File: src/rtl/id_stage.sv
// RV32I decode stage: drives the register-file read ports, applies the EX/MEM bypasses,
// detects load-use hazards and registers the decoded instruction into the ID/EX register.
module id_stage #(
   parameter int unsigned DATA_W = 32,
   parameter int unsigned REG_AW = 5
) (
   input  logic              clk_i,
   input  logic              rst_ni,

   input  logic              if_valid_i,
   input  logic [DATA_W-1:0] if_pc_i,
   input  logic [31:0]       if_inst_i,
   output logic              id_ready_o,

   output logic              re1_o,
   output logic [REG_AW-1:0] raddr1_o,
   input  logic [DATA_W-1:0] rdata1_i,
   output logic              re2_o,
   output logic [REG_AW-1:0] raddr2_o,
   input  logic [DATA_W-1:0] rdata2_i,

   input  logic              ex_fwd_we_i,
   input  logic [REG_AW-1:0] ex_fwd_waddr_i,
   input  logic [DATA_W-1:0] ex_fwd_wdata_i,
   input  logic              ex_fwd_is_load_i,
   input  logic              mem_fwd_we_i,
   input  logic [REG_AW-1:0] mem_fwd_waddr_i,
   input  logic [DATA_W-1:0] mem_fwd_wdata_i,

   input  logic              ex_stall_i,
   input  logic              flush_i,

   output logic              ex_valid_o,
   output logic [DATA_W-1:0] ex_pc_o,
   output logic [DATA_W-1:0] ex_op1_o,
   output logic [DATA_W-1:0] ex_op2_o,
   output logic [DATA_W-1:0] ex_imm_o,
   output logic [DATA_W-1:0] ex_store_data_o,
   output logic [REG_AW-1:0] ex_rd_o,
   output logic              ex_rd_we_o,
   output logic [3:0]        ex_alu_op_o,
   output logic [2:0]        ex_funct3_o,
   output logic              ex_is_load_o,
   output logic              ex_is_store_o,
   output logic              ex_is_branch_o,
   output logic              ex_is_jal_o,
   output logic              ex_is_jalr_o,
   output logic              ex_illegal_o
);

   localparam logic [6:0] OpcLui    = 7'h37;
   localparam logic [6:0] OpcAuipc  = 7'h17;
   localparam logic [6:0] OpcJal    = 7'h6F;
   localparam logic [6:0] OpcJalr   = 7'h67;
   localparam logic [6:0] OpcBranch = 7'h63;
   localparam logic [6:0] OpcLoad   = 7'h03;
   localparam logic [6:0] OpcStore  = 7'h23;
   localparam logic [6:0] OpcOpImm  = 7'h13;
   localparam logic [6:0] OpcOp     = 7'h33;

   typedef struct packed {
      logic              valid;
      logic [DATA_W-1:0] pc;
      logic [DATA_W-1:0] op1;
      logic [DATA_W-1:0] op2;
      logic [DATA_W-1:0] imm;
      logic [DATA_W-1:0] store_data;
      logic [REG_AW-1:0] rd;
      logic              rd_we;
      logic [3:0]        alu_op;
      logic [2:0]        funct3;
      logic              is_load;
      logic              is_store;
      logic              is_branch;
      logic              is_jal;
      logic              is_jalr;
      logic              illegal;
   } idex_t;

   idex_t idex_q, idex_d, dec;

   logic [6:0]        opcode;
   logic [2:0]        funct3;
   logic [REG_AW-1:0] rd;
   logic              is_lui, is_auipc, is_jal, is_jalr, is_branch;
   logic              is_load, is_store, is_opimm, is_op, is_illegal;
   logic [31:0]       imm32;
   logic [DATA_W-1:0] imm;
   logic [DATA_W-1:0] rs1_val, rs2_val;
   logic              hazard;

   assign opcode = if_inst_i[6:0];
   assign funct3 = if_inst_i[14:12];
   assign rd     = REG_AW'(if_inst_i[11:7]);

   assign is_lui     = (opcode == OpcLui);
   assign is_auipc   = (opcode == OpcAuipc);
   assign is_jal     = (opcode == OpcJal);
   assign is_jalr    = (opcode == OpcJalr);
   assign is_branch  = (opcode == OpcBranch);
   assign is_load    = (opcode == OpcLoad);
   assign is_store   = (opcode == OpcStore);
   assign is_opimm   = (opcode == OpcOpImm);
   assign is_op      = (opcode == OpcOp);
   assign is_illegal = ~(is_lui | is_auipc | is_jal | is_jalr | is_branch |
                         is_load | is_store | is_opimm | is_op);

   assign re1_o    = if_valid_i & (is_jalr | is_branch | is_load | is_store | is_opimm | is_op);
   assign re2_o    = if_valid_i & (is_branch | is_store | is_op);
   assign raddr1_o = REG_AW'(if_inst_i[19:15]);
   assign raddr2_o = REG_AW'(if_inst_i[24:20]);

   always_comb begin
      imm32 = '0;
      if (is_lui || is_auipc) begin
         imm32 = {if_inst_i[31:12], 12'b0};
      end else if (is_jal) begin
         imm32 = {{12{if_inst_i[31]}}, if_inst_i[19:12], if_inst_i[20], if_inst_i[30:21], 1'b0};
      end else if (is_jalr || is_load || is_opimm) begin
         imm32 = {{20{if_inst_i[31]}}, if_inst_i[31:20]};
      end else if (is_store) begin
         imm32 = {{20{if_inst_i[31]}}, if_inst_i[31:25], if_inst_i[11:7]};
      end else if (is_branch) begin
         imm32 = {{20{if_inst_i[31]}}, if_inst_i[7], if_inst_i[30:25], if_inst_i[11:8], 1'b0};
      end
   end

   assign imm = DATA_W'($signed(imm32));

   // Bypass: x0 and disabled ports read as zero; EX is younger than MEM so it wins.
   always_comb begin
      rs1_val = rdata1_i;
      if (!re1_o || raddr1_o == '0) begin
         rs1_val = '0;
      end else if (ex_fwd_we_i && ex_fwd_waddr_i == raddr1_o) begin
         rs1_val = ex_fwd_wdata_i;
      end else if (mem_fwd_we_i && mem_fwd_waddr_i == raddr1_o) begin
         rs1_val = mem_fwd_wdata_i;
      end
   end

   always_comb begin
      rs2_val = rdata2_i;
      if (!re2_o || raddr2_o == '0) begin
         rs2_val = '0;
      end else if (ex_fwd_we_i && ex_fwd_waddr_i == raddr2_o) begin
         rs2_val = ex_fwd_wdata_i;
      end else if (mem_fwd_we_i && mem_fwd_waddr_i == raddr2_o) begin
         rs2_val = mem_fwd_wdata_i;
      end
   end

   assign hazard = ex_fwd_is_load_i & ex_fwd_we_i & (ex_fwd_waddr_i != '0) &
                   ((re1_o & (ex_fwd_waddr_i == raddr1_o)) |
                    (re2_o & (ex_fwd_waddr_i == raddr2_o)));

   always_comb begin
      dec            = '0;
      dec.valid      = 1'b1;
      dec.pc         = if_pc_i;
      dec.imm        = imm;
      dec.store_data = rs2_val;
      dec.rd         = rd;
      dec.funct3     = funct3;
      dec.is_load    = is_load;
      dec.is_store   = is_store;
      dec.is_branch  = is_branch;
      dec.is_jal     = is_jal;
      dec.is_jalr    = is_jalr;
      dec.illegal    = is_illegal;
      dec.rd_we      = (is_lui | is_auipc | is_jal | is_jalr | is_load | is_opimm | is_op) &
                       (rd != '0);

      if (is_lui) begin
         dec.op1 = '0;
      end else if (is_auipc || is_jal) begin
         dec.op1 = if_pc_i;
      end else begin
         dec.op1 = rs1_val;
      end

      if (is_op || is_branch) begin
         dec.op2 = rs2_val;
      end else if (is_jal || is_jalr) begin
         dec.op2 = DATA_W'(4);
      end else begin
         dec.op2 = imm;
      end

      if (is_op) begin
         dec.alu_op = {if_inst_i[30], funct3};
      end else if (is_opimm) begin
         dec.alu_op = {(funct3 == 3'b101) & if_inst_i[30], funct3};
      end
   end

   // Flush beats stall so a redirect can kill a held instruction.
   always_comb begin
      idex_d = idex_q;
      if (flush_i) begin
         idex_d = '0;
      end else if (ex_stall_i) begin
         idex_d = idex_q;
      end else if (hazard || !if_valid_i) begin
         idex_d = '0;
      end else begin
         idex_d = dec;
      end
   end

   assign id_ready_o = rst_ni & (flush_i | (~ex_stall_i & ~hazard));

   always_ff @(posedge clk_i or negedge rst_ni) begin
      if (!rst_ni) begin
         idex_q <= '0;
      end else begin
         idex_q <= idex_d;
      end
   end

   assign ex_valid_o      = idex_q.valid;
   assign ex_pc_o         = idex_q.pc;
   assign ex_op1_o        = idex_q.op1;
   assign ex_op2_o        = idex_q.op2;
   assign ex_imm_o        = idex_q.imm;
   assign ex_store_data_o = idex_q.store_data;
   assign ex_rd_o         = idex_q.rd;
   assign ex_rd_we_o      = idex_q.rd_we;
   assign ex_alu_op_o     = idex_q.alu_op;
   assign ex_funct3_o     = idex_q.funct3;
   assign ex_is_load_o    = idex_q.is_load;
   assign ex_is_store_o   = idex_q.is_store;
   assign ex_is_branch_o  = idex_q.is_branch;
   assign ex_is_jal_o     = idex_q.is_jal;
   assign ex_is_jalr_o    = idex_q.is_jalr;
   assign ex_illegal_o    = idex_q.illegal;

endmodule

File: config.mk
export PLATFORM = sky130hd
export DESIGN_NAME = id_stage
export DESIGN_NICKNAME = d
export VERILOG_FILES = /design/src/rtl/id_stage.sv
export SDC_FILE = /design/constraint.sdc
export NUM_CORES = 1
export LEC_CHECK = 0
export ABC_AREA = 0
export ABC_CLOCK_PERIOD_IN_PS = 3350
export CAP_MARGIN = 20
export CORE_AREA = 2 2 159 161
export CTS_BUF_LIST = sky130_fd_sc_hd__clkbuf_4
export DETAILED_ROUTE_END_ITERATION = 7
export DIE_AREA = 0 0 161 163
export GPL_TIMING_DRIVEN = 1
export PLACE_DENSITY_LB_ADDON = 0.1
export SLEW_MARGIN = 0
export SYNTH_ARGS = -nofsm -noshare
export SYNTH_HDL_FRONTEND = slang
export SYNTH_SLANG_ARGS = --single-unit
File: constraint.sdc
create_clock -name clk_i -period 3.35 [get_ports clk_i]
set_input_delay 0.67 -clock clk_i [delete_from_list [all_inputs] [get_ports clk_i]]
set_output_delay 0.67 -clock clk_i [all_outputs]
set_load 0.02 [all_outputs]
==> flow_metrics.py <==
metrics = {
    "grt": {
        "grt_usage_pct": 31.8,
        "grt_max_degree": 178,
        "antenna_found_initial": 6,
        "grt_pass1_vias": 9949,
        "grt_pass1_wl_um": 62500,
        "overflow": 0,
    },
    "timing": {
        "min_period_over_period_pct": 96.7,
        "finalHoldViolations": 0,
        "finalSetupViolCount": 0,
        "worst_pin_slew_ns": 1.00,
        "setup_ws_ns": 0.109,
        "drv_slew": 0,
        "fmax_mhz": 309,
        "setup_tns_ns": 0,
        "fin_crit_ns": 3.24,
        "whs_ns": 0.431,
        "relSlewSlack_pct": 33.2,
        "rsz0062_at_grt": "no",
        "clock_skew_ns": 0,
    },
    "cts": {
        "path_clk_slew_ns": 0.18,
        "htreeDepth": 4,
        "cts_buffers": 17,
        "cts_tree": "yes",
        "clk_path_buf_depth": 2,
        "cts_sinks": 180,
        "clockRootBuffer": "clkbuf_4",
        "clk_latency_ns": 0.58,
    },
    "die": {
        "die_area_um2": 26200,
        "rows": 58,
        "dieHeight_um": 163,
        "coreArea_um2": 24700,
        "ios": 403,
        "initial_utilization_pct": 39.3,
        "die_w_um": 161,
    },
    "yosys": {
        "synth_top_flop_cell": "dfrtp_1",
        "yosys_warnings": 0,
        "synthCells": 1055,
        "ys_ff_latch": 180,
        "synthArstFlopShare_pct": 100,
        "synth_seq_area_share_pct": 46.4,
        "synthesis.area_um2": 9700,
        "syn_nets": 1265,
        "synth-edff-count": 0,
        "ys_types": 58,
        "syn_avg_cell_area_um2": 9.20,
    },
    "detailed_routing": {
        "routed_wl_um": 42600,
        "drt_drc_violations_left": 0,
        "wl_met3_um": 3640,
        "dr.first_iter.drc_count": 914,
        "routedWlPerCell_um": 23.6,
        "drt_pass1_iterations": 6,
        "met2_length_um": 20100,
        "drt-met1-wl_um": 17600,
        "final_antenna_net_count": 0,
        "top_layer_used": "met5",
        "vias_per_cell": 5.68,
        "vias": 10244,
    },
    "pwr": {
        "powerDensity_nw_per_um2": 303,
        "leakage_nw": 6.18,
        "vdd_drop_max_mv": 0.210,
    },
    "min_path": {
        "hold_class": "input pin to async pin",
    },
    "place": {
        "portBuffers": 402,
        "hpwlAfterDp_um": 32700,
        "detailedPlace.worstSlack_ns": -0.210,
        "dpl.cell_count": 1765,
        "gp_congestion": 0.960,
    },
    "critical_path": {
        "max_stage_delay_ns": 0.43,
        "end_kind": "primary output",
        "critPathRequiredTime_ns": 2.68,
        "cp_slowest_cell": "clkdlybuf4s50_1",
        "crit_type": "input pin to primary output",
        "critPathLaunchType": "input pin",
        "worstPathArrival_ns": 2.57,
        "rr_startpoint": "ex_op1_o[6]",
        "crit_chain": "clkdlybuf4s50_1, nand2b_4, a2111oi_4, o2111a_1, o21ai_2, nor2b_1, o21a_1, clkdlybuf4s15_1",
        "crit_start": "if_inst_i[4]",
        "path_max_fanout": 2,
    },
    "cells_and_area": {
        "fin_nets": 1665,
        "fill_cells": 2214,
        "final_util_pct": 60.1,
        "drive_above_1_share_pct": 9.06,
        "area_delta_synth_final_pct": 53.0,
        "final_cells": 1803,
    },
    "outcome": {
        "status": "finished clean",
    },
    "flow_run": {
        "drv_cap": 0,
    },
}
[critical path, delay by kind of cell]
family	cells	cell delay (ns)
AOI/OAI and AO/OA	4	0.88
buffers and inverters	2	0.71
and+or+nand+nor	2	0.30
[repair_timing]
item | in CTS | in global routing
resized for setup | 1 | 5
buffers inserted | 0 | 0
pin swaps | 0 | 2
hold endpoints to repair | 3 | 0
endpoints found under the setup margin | 1 | 1
hold buffers | 1 | 0
[synthesized netlist by cell type (4+ instances only)]
library cell / count / area [um2]
nor3_1: 27 / 135
o31ai_1: 11 / 82.6
o32ai_1: 9 / 78.8
a2bb2oi_1: 9 / 78.8
a21oi_1: 22 / 110
a211oi_1: 5 / 37.5
o21ai_0: 55 / 275
a221oi_1: 4 / 35.0
clkbuf_1: 65 / 244
a32o_1: 6 / 60.1
a21boi_0: 36 / 270
nand4b_1: 9 / 78.8
a22oi_1: 40 / 300
dfrtp_1: 180 / 4500
inv_1: 11 / 41.3
buf_6: 5 / 56.3
nor2_1: 91 / 342
a22o_1: 85 / 744
and3_1: 4 / 25.0
a211oi_2: 4 / 50.1
a311o_1: 36 / 360
xnor2_1: 14 / 123
buf_2: 19 / 95.1
and2_1: 4 / 25.0
o21ai_1: 5 / 25.0
a31oi_1: 22 / 138
buf_4: 11 / 82.6
nor2b_1: 7 / 43.8
nand2_1: 197 / 739
a311oi_1: 10 / 87.6
nand3_1: 11 / 55.1
xor2_1: 7 / 61.3
[stage by stage]
stage                     total power, mW  area [um2]
after floorplan                      2.55        9700
after global routing                 4.65       14800
after CTS                            4.51       14800
final                                4.50       14800
after global placement               3.11       14500
after detailed placement             3.11       14500
[cell usage in the layout, fill, tap and decap left out, drive strengths merged, types with 5 or more instances in the layout]
cell type / Yosys / layout
a211oi: 9 / 9
a21boi: 36 / 36
a21oi: 22 / 22
a22o: 85 / 85
a22oi: 40 / 40
a2bb2oi: 9 / 9
a311o: 36 / 36
a311oi: 11 / 11
a31oi: 22 / 22
a32o: 6 / 6
buf: 38 / 81
clkbuf: 65 / 18
clkdlybuf4s50: 0 / 396
clkinv: 0 / 8
dfrtp: 180 / 180
diode: 0 / 5
inv: 11 / 18
nand2: 197 / 197
nand3: 12 / 12
nand4b: 9 / 9
nor2: 91 / 91
nor2b: 7 / 7
nor3: 27 / 27
o21ai: 61 / 61
o31ai: 11 / 11
o32ai: 9 / 9
xnor2: 14 / 14
xor2: 7 / 7
[metal layers]
metal  GRT usage, %  vias up
li1               -     4697
met1           41.8     5013
met2           51.2      474
met3           8.07       58
met4           11.1        2
met5              0        -
[cells by family after synthesis]
group | Yosys count | share of synthesized area, %
xor+xnor | 21 | 1.90
simple gates | 370 | 16.7
compound gates | 369 | 29.4
mux | 1 | 0.103
flops | 180 | 46.4
buf+inv | 114 | 5.47
[final cells by class]
| cell class | instances | area [um2] | area share, % |
|---|---|---|---|
| diodes | 5 | 12.5 | 0.0843 |
| clock buffers | 17 | 128 | 0.860 |
| clock inverters | 15 | 218 | 1.47 |
| inverters | 11 | 41.3 | 0.278 |
| multi-input cells | 761 | 4710 | 31.7 |
| flip-flops and latches | 180 | 4500 | 30.4 |
| well taps | 330 | 413 | 2.78 |
| repair buffers | 484 | 4820 | 32.5 |
[power by group]
part / leakage [nW] / total (mW) / switching, mW / internal (mW)
Combinational: 3.50 / 0.865 / 0.443 / 0.422
Clock: 0.176 / 1.42 / 1.03 / 0.390
Sequential: 2.50 / 2.22 / 0.0149 / 2.20
[registers in the layout, summed over array words and instances, names as in the netlist, 3 cells and up]
register / cells
ex_op1_o: 32
ex_op2_o: 32
ex_rd_o: 5
ex_funct3_o: 3
ex_imm_o: 32
ex_store_data_o: 32
ex_pc_o: 32
ex_alu_op_o: 4
[final timing paths]
kind | to | slack [ns] | cells past startpoint
worst min register to register | ex_alu_op_o[2] | 0.50 | 2
max in group asynchronous | ex_op2_o[2] | 1.76 | 3
min in group clk_i | ex_alu_op_o[2] | 0.50 | 2
worst max-delay path | id_ready_o | 0.11 | 8
worst max register to register | ex_op1_o[6] | 2.44 | 3
worst min-delay path | ex_rd_o[2] | 0.43 | 2
Power figures use the tool's default switching activity.
